File: src/rtl/fetch_unit.sv
// Instruction fetch stage: program counter, prefetch FIFO and decode handshake with redirect flush.
// Defining FETCH_ALIGN_CHECK_EN adds a sticky misaligned-redirect FAULT state.
module fetch_unit #(
   parameter int unsigned ADDR_W    = 20,
   parameter int unsigned RESET_PC  = 0,
   parameter int unsigned MEM_BYTES = 100,
   parameter int unsigned DEPTH     = 2
) (
   input  logic              clk,
   input  logic              rst_n,
   output logic [ADDR_W-1:0] imem_addr,
   input  logic [31:0]       imem_rdata,
   input  logic              redirect_valid,
   input  logic [ADDR_W-1:0] redirect_pc,
   output logic              ins_valid,
   input  logic              ins_ready,
   output logic [31:0]       ins_data,
   output logic [ADDR_W-1:0] ins_pc,
   output logic              fault,
   output logic [ADDR_W-1:0] fault_pc
);

   localparam int unsigned PTR_W  = (DEPTH > 1) ? $clog2(DEPTH) : 1;
   localparam int unsigned CNT_W  = $clog2(DEPTH + 1);
   localparam int unsigned DATA_W = 32;

   localparam logic [ADDR_W-1:0] LAST_PC  = ADDR_W'(MEM_BYTES - 4);
   localparam logic [ADDR_W-1:0] PC_STEP  = ADDR_W'(4);
   localparam logic [ADDR_W-1:0] PC_RESET = ADDR_W'(RESET_PC);
   localparam logic [CNT_W-1:0]  FULL_CNT = CNT_W'(DEPTH);

   typedef enum logic [1:0] {
      ST_RUN   = 2'd0,
`ifdef FETCH_ALIGN_CHECK_EN
      ST_FAULT = 2'd2,
`endif
      ST_END   = 2'd1
   } state_e;

   state_e              state_q, state_d;
   logic [ADDR_W-1:0]   pc_q;
   logic [CNT_W-1:0]    cnt_q, cnt_d;
   logic [PTR_W-1:0]    wr_ptr_q, wr_ptr_d;
   logic [PTR_W-1:0]    rd_ptr_q, rd_ptr_d;
   logic                valid_q;
   logic [ADDR_W-1:0]   pc_mem   [DEPTH];
   logic [DATA_W-1:0]   data_mem [DEPTH];

   logic                redir_c;
   logic                misalign_c;
   logic [ADDR_W-1:0]   target_c;
   logic                in_range_c;
   logic                pop_c;
   logic                room_c;
   logic                push_c;
   logic                flush_c;
   logic                load_pc_c;

   // Redirect qualification and target alignment
`ifdef FETCH_ALIGN_CHECK_EN
   logic                set_fault_c;
   logic                fault_q;
   logic [ADDR_W-1:0]   fault_pc_q;

   assign redir_c    = redirect_valid && (state_q != ST_FAULT);
   assign misalign_c = (redirect_pc[1:0] != 2'b00);
   assign target_c   = redirect_pc;
`else
   logic                unused_pc_lsb;

   assign redir_c       = redirect_valid;
   assign misalign_c    = 1'b0;
   assign target_c      = {redirect_pc[ADDR_W-1:2], 2'b00};
   assign unused_pc_lsb = ^redirect_pc[1:0];
`endif

   assign in_range_c = (pc_q <= LAST_PC);
   assign pop_c      = valid_q && ins_ready;
   assign room_c     = (cnt_q < FULL_CNT) || pop_c;

   // State register
   always_ff @(posedge clk or negedge rst_n) begin
      if (!rst_n) begin
         state_q <= ST_RUN;
      end else begin
         state_q <= state_d;
      end
   end

   // Next-state logic; a redirect overrides the end-of-memory transition
   always_comb begin
      state_d = state_q;
      case (state_q)
         ST_RUN:  if (!in_range_c) state_d = ST_END;
         default: state_d = state_q;
      endcase
      if (redir_c) begin
         state_d = ST_RUN;
`ifdef FETCH_ALIGN_CHECK_EN
         if (misalign_c) state_d = ST_FAULT;
`endif
      end
   end

   // Control outputs of the FSM
   always_comb begin
      push_c    = 1'b0;
      flush_c   = 1'b0;
      load_pc_c = 1'b0;
`ifdef FETCH_ALIGN_CHECK_EN
      set_fault_c = 1'b0;
`endif
      case (state_q)
         ST_RUN:  push_c = in_range_c && room_c && !redir_c;
         default: push_c = 1'b0;
      endcase
      if (redir_c) begin
         flush_c   = 1'b1;
         load_pc_c = !misalign_c;
`ifdef FETCH_ALIGN_CHECK_EN
         set_fault_c = misalign_c;
`endif
      end
   end

   // FIFO occupancy and pointers; a flush wins over any push or pop
   always_comb begin
      cnt_d    = cnt_q;
      wr_ptr_d = wr_ptr_q;
      rd_ptr_d = rd_ptr_q;
      if (flush_c) begin
         cnt_d    = '0;
         wr_ptr_d = '0;
         rd_ptr_d = '0;
      end else begin
         if (push_c) wr_ptr_d = wr_ptr_q + PTR_W'(1);
         if (pop_c)  rd_ptr_d = rd_ptr_q + PTR_W'(1);
         case ({push_c, pop_c})
            2'b10:   cnt_d = cnt_q + CNT_W'(1);
            2'b01:   cnt_d = cnt_q - CNT_W'(1);
            default: cnt_d = cnt_q;
         endcase
      end
   end

   // Program counter, occupancy and valid flag
   always_ff @(posedge clk or negedge rst_n) begin
      if (!rst_n) begin
         pc_q     <= PC_RESET;
         cnt_q    <= '0;
         wr_ptr_q <= '0;
         rd_ptr_q <= '0;
         valid_q  <= 1'b0;
      end else begin
         cnt_q    <= cnt_d;
         wr_ptr_q <= wr_ptr_d;
         rd_ptr_q <= rd_ptr_d;
         valid_q  <= (cnt_d != '0);
         if (load_pc_c) begin
            pc_q <= target_c;
         end else if (push_c) begin
            pc_q <= pc_q + PC_STEP;
         end
      end
   end

   // Prefetch storage; entries reset to zero so the idle head reads as zero
   always_ff @(posedge clk or negedge rst_n) begin
      if (!rst_n) begin
         for (int i = 0; i < int'(DEPTH); i++) begin
            pc_mem[i]   <= '0;
            data_mem[i] <= '0;
         end
      end else if (push_c) begin
         pc_mem[wr_ptr_q]   <= pc_q;
         data_mem[wr_ptr_q] <= imem_rdata;
      end
   end

`ifdef FETCH_ALIGN_CHECK_EN
   // Sticky fault capture; only reset clears it
   always_ff @(posedge clk or negedge rst_n) begin
      if (!rst_n) begin
         fault_q    <= 1'b0;
         fault_pc_q <= '0;
      end else if (set_fault_c) begin
         fault_q    <= 1'b1;
         fault_pc_q <= redirect_pc;
      end
   end

   assign fault    = fault_q;
   assign fault_pc = fault_pc_q;
`else
   assign fault    = 1'b0;
   assign fault_pc = '0;
`endif

   assign imem_addr = pc_q;
   assign ins_valid = valid_q;
   assign ins_data  = data_mem[rd_ptr_q];
   assign ins_pc    = pc_mem[rd_ptr_q];

endmodule
File: config.mk
export PLATFORM = sky130hd
export DESIGN_NAME = fetch_unit
export DESIGN_NICKNAME = d
export VERILOG_FILES = /design/src/rtl/fetch_unit.sv
export SDC_FILE = /design/constraint.sdc
export NUM_CORES = 1
export LEC_CHECK = 0
export BUFFER_PORTS_ARGS = -buffer_cell sky130_fd_sc_hd__buf_2
export CORE_MARGIN = 3
export CORE_UTILIZATION = 34
export DETAILED_ROUTE_END_ITERATION = 16
export MAX_ROUTING_LAYER = met4
export PLACE_DENSITY = 0.58
export SYNTH_ARGS = -nofsm -noshare
export SYNTH_HDL_FRONTEND = slang
export SYNTH_SLANG_ARGS = --single-unit
File: constraint.sdc
create_clock -name clk -period 2.1 [get_ports clk]
set_input_delay 0.42 -clock clk [delete_from_list [all_inputs] [get_ports clk]]
set_output_delay 0.42 -clock clk [all_outputs]
set_load 0.005 [all_outputs]
# Word level (Yosys, flattened, before mapping)
# Cells that the tools add are included.
# word_totals
register_bits,131
in_bits,56
out_inout_bits,94
word_cells,62
# op_classes
n_addsub,5
order_cmp,5
eq_ne,3
mux,25
bitwise,2
reduce_logical,12
# ops
op,n
2-to-1 mux 32 bit,4
2-to-1 mux 20 bit,6
bitwise mux 64 bit,1
bitwise mux 40 bit,1
demux 32 bit (select 1 bit),1
adder 20 x 3 -> 20 bit (second input constant),1
demux 20 bit (select 1 bit),1
less-or-equal comparator 20 x 7 -> 1 bit (second input constant),1
2-to-1 mux 2 bit,4
nonzero test 2 bit,4
2-to-1 mux 1 bit,6
>= comparator 2 bit (second input constant),2
logical AND 1 bit,4
inverter 1 -> 2 bit,2
case mux 2 bit (2 select lines),1
adder 1 bit (second input constant),2
adder 2 x 1 -> 2 bit (second input constant),1
== test 2 x 1 -> 1 bit (second input constant),1
== test 2 bit (second input constant),1
zero test 2 bit,1
< comparator 2 x 1 -> 1 bit (second input constant),1
< comparator 2 bit (second input constant),1
inequality test 2 bit (second input constant),1
AND reduction 2 bit,1
3 further kinds,3

# Longest topological paths before layout
# logic_depth
ltp_word,9
depth_mapped,9
ltp_nobuf,9

# Worst setup path before layout
# Ideal clock, no wire load.
# synth_path
kind,flip-flop to flip-flop
startpoint,"register pc_q[2], in the netlist imem_addr[2]"
endpoint,register data_mem[32] (netlist name)
setup_time_ns,0.125
t_arrival_ns,1.922
t_required_ns,1.975
path_slack_ns,0.054
stages_incl_launch_ff,8
path_buffers,1
synth_period_minus_slack_ns,2.046
cell_sequence,dfrtp_1 inv_1 ha_1 nor2b_1 o211ai_2 nor4b_4 buf_6 mux2_2
# synth_via
elab_chain_len,4
# synth_lines
item,line,rtl
"start, declared",41,logic [ADDR_W-1:0] pc_q;
"start signal, assigned",160,pc_q <= target_c;
"start signal, assigned",162,pc_q <= pc_q + PC_STEP;
less-or-equal comparator 20 x 7 -> 1 bit,77,assign in_range_c = (pc_q <= LAST_PC);
logical AND 1 bit (2 in series),114,ST_RUN: push_c = in_range_c && room_c && !redir_c;
2-to-1 mux 1 bit,113,case (state_q)
"end signal, assigned by index",176,data_mem[wr_ptr_q] <= imem_rdata;
"end, declared",47,logic [DATA_W-1:0] data_mem [DEPTH];
# No other way between the ends.
# A chain may end at the register's enable or synchronous reset.

# Worst setup path in the final report
# layout_path
startpoint,"register pc_q[10], in the netlist imem_addr[10]"
endpoint,register data_mem[38] (netlist name)
# The elaborated chain is that of the path after synthesis.

==> summary.md <==
| Metric | Value |
|---|---|
| Status | finished with violations |
| Failing checks | negative setup slack |
| Core Box Area | 15540 um^2 |
| Remaining Overflow, GRT | 0 |
| EDFF count, synth | 0 |
| CTS tree | built |
| Clock slew at reported path FFs | approximately 0.05 ns |
| Final setup viols | 11 |
| Antenna violations before repair | 0 |
| Largest net degree at the start of global routing | 72 |
| Routed wl met2 | approximately 6000 um |
| CP top delay family | simple AND/OR/NAND/NOR gates |
| First-pass GRT wire length | roughly 19000 um |
| Top Layer Used | met4 |
| CTS sink count | ~120 |
| Mux share of post-synthesis cell area | 0.2803 |
| Critical path buffers and inverters | 2 |
| Dpl ws | -0.08171 ns |
| Synthesis-stage register bit count | ~120 |
| Worst path cell trace | nor4_4 -> o211ai_2 -> nor4b_4 -> buf_6 -> buf_12 -> mux2_2 |
| P_leak | ~3.7 nW |
| Cts bufs inserted | 17 |
| Global Route Usage Sum | 0.1428 |
| DRC violations left | 0 |
| Main area contributors after synthesis | dfrtp_1, mux2_2, buf_4, and2_1, nor2b_1 |
| Register area share after synthesis | 0.5638 |
| Share of the synthesized area in the top cell type | 0.5638 |
| Ports | 150 |
| DR WL/cell | between 15 and 20 um |
| Clk_skew | about 0.0063 ns |
| Fill cells | between 1000 and 1500 |
| Hold Vio Cnt, Final | 0 |
| Share of post-route cells with drive strength above 1 | 0.5871 |
| Antenna cells | 0 |
| Arr. time, crit path | 2.41 ns |
| Fin nets | just over 600 |
| Longest Clk Path Bufs | 2 |
| Synth Area in Adders | 0.006820 |
| Fmax achieved | around 470 MHz |
| Worst min path class | input port to register |
| FFs w/ async S/R, synth | 1.000 |
| PD cells | approximately 800 nW/um^2 |
| Metal-1 WL | between 5000 and 6000 um |
| Remaining antenna violation count | 0 |
| Die Width | 133.2 um |
| WL met3 | around 700 um |
| Area delta synth->final | 32.23% |
| Worst setup EP type | register |
| Die area | 17750 um^2 |
| H-tree Lvls | 4 |
| CP required | roughly 2.4 ns |
| Post-Syn Instances | a little under 400 |
| Worst skew pair latency | just over 0.4 ns |
| Final WL | 12430 um |
| Synth Flop Type | dfrtp_1 |
| Die Span Y | approximately 130 um |
| Cell variety after synth | 37 |
| DR vias | around 3600 |
| Period utilisation layout | 1.011 |
| Crit Path Category | register to register |
| Gpl congestion | 0.8172 |
| Starting DRT DRC Count | 125 |
| Port Buffers | ~120 |
| HPWL Detailed | between 7000 and 8000 um |
| Final Critical Period | around 2.1 ns |
| Post-Synth Simple-Gate Area | 0.06411 |
| Max-slew violation count | 0 |
| Setup_tns | -0.1669 ns |
| Max Cap Viol | 0 |
| Worst VDD drop | roughly 500 uV |
| Yosys warns | 0 |
| Synth Area in XOR/XNOR | 0.004774 |
| Mapped Area | 5504 um^2 |
| Std cell rows | 45 |
| Crit start category | register |
| CP max stage delay | around 0.40 ns |
| Vias in the first global route | about 3700 |
| Via density | 4.651 |
| Main combinational cell family by area after synthesis | multiplexers |
| Worst Setup Slack, final | -0.02350 ns |
| Initial Util | 0.3542 |
| RSZ-0062 raised after global routing | true |
| Root buf cell | clkbuf_16 |
| Complex-gate fraction of the synthesized area | 0.02387 |
| Register area | 3104 um^2 |
| Critical path's slowest cell | dfrtp_1 |
| Multi-input logic area | between 2000 and 2500 um^2 |
| Largest area contributor in the netlist | dfrtp_1 |
| Synth Area per Inst | about 14 um^2 |
| Crit-path max FO | 10 |
| First-pass DRT Iterations | 4 |
## final cells by class
| class | count | area share |
|---|---|---|
| clock buffer | 23 | 0.06429 |
| multi-input combinational | 245 | 0.3199 |
| timing repair buffer | 154 | 0.1351 |
| sequential | 124 | 0.4265 |
| inverter | 4 | 0.002063 |
| clock inverter | 7 | 0.01582 |
| tap | 211 | 0.03627 |
## routing by layer
layer | vias to the layer above | global-route usage
met3 | 16 | 0.04079
met4 | 0 | 0.04114
met5 | - | -
met1 | 1798 | 0.1812
li1 | 1641 | -
met2 | 117 | 0.2246
## repair_timing
| action | in CTS | in global routing |
|---|---|---|
| pin swaps | 4 | 7 |
| hold buffers | 1 | 0 |
| cloned | 3 | 1 |
| resized for setup | 8 | 35 |
| endpoints found under the setup margin | 49 | 83 |
| setup buffers | 3 | 5 |
| hold endpoints to repair | 22 | 0 |
## power breakdown
part | internal [mW] | total [mW] | switching (mW)
registers | 2.46 | 2.51 | 0.0512
clock network | 1.91 | 2.90 | 0.990
logic | 0.215 | 0.404 | 0.189
total | 4.59 | 5.82 | 1.23
## cells in the final DEF, fill, tap and decap left out, drive strengths merged, types with 2 or more instances in the layout
cell type,instances
buf,152
mux2,137
dfrtp,124
conb,25
clkbuf,24
and2,15
nor2b,14
nor2,10
nand3,6
a31oi,5
o21ai,4
inv,3
bufinv,3
nor4,3
a21oi,3
ha,3
clkinv,3
xnor2,2
and3,2
clkinvlp,2
nand2,2
or3,2
## Yosys cell counts (3+ instances only)
master,count
inv_1,3
a31oi_1,5
mux2_1,3
nand3_1,6
ha_1,3
dfrtp_1,124
mux2_2,134
nor2_1,10
nor2b_1,14
buf_4,25
buf_6,4
o21ai_0,4
and2_1,15
buf_1,4
buf_2,5
a21oi_1,3
clkbuf_1,5
## final timing paths
check	slack (ns)	end	cells past startpoint	start
max in group asynchronous	0.93	data_mem[40]$_DFFE_PN0P_	3	rst_n
worst max register to register	-0.02	data_mem[38]$_DFFE_PN0P_	6	imem_addr[10]$_DFFE_PN0N_
worst max-delay path	-0.02	data_mem[38]$_DFFE_PN0P_	6	imem_addr[10]$_DFFE_PN0N_
worst min register to register	0.47	pc_mem[16]$_DFFE_PN0P_	1	pc_mem[16]$_DFFE_PN0P_
worst min-delay path	0.24	imem_addr[9]$_DFFE_PN0N_	2	redirect_pc[9]
min in group asynchronous	0.45	imem_addr[17]$_DFFE_PN0N_	2	rst_n
## per-stage QoR
| stage | cells | power (mW) | utilization | area (um^2) | hold slack (ns) |
|---|---|---|---|---|---|
| 2_1_floorplan | 416 | 2.720 | - | 5594 | 0.1244 |
| 3_3_place_gp | 725 | 2.900 | 0.4101 | 6374 | 0.3399 |
| 3_5_place_dp | 725 | 2.917 | 0.4101 | 6374 | 0.3446 |
| 4_1_cts | 762 | 5.862 | 0.4559 | 7084 | 0.2217 |
| 5_1_grt | 768 | 6.052 | 0.4684 | 7278 | 0.2286 |
| 6_report | 768 | 5.816 | 0.4684 | 7278 | 0.2447 |
## registers in the layout, summed over array words and instances, names as in the netlist
| name | count |
|---|---|
| ins_valid | 1 |
| rd_ptr_q | 1 |
| cnt_q | 2 |
| pc_mem | 36 |
| imem_addr | 18 |
| state_q | 1 |
| data_mem | 64 |
| wr_ptr_q | 1 |
## cell families (layout without fill, tap and decap cells)
logic type	Yosys count	count (layout)
muxes	137	137
DFF	124	124
and+or+nand+nor	58	58
buffers and inverters	47	188
AOI/OAI and AO/OA	19	19
adders and majority gates	3	3
xor gates and xnor gates	3	3
other	1	25
Note: power is estimated with default switching activity, not from simulation.
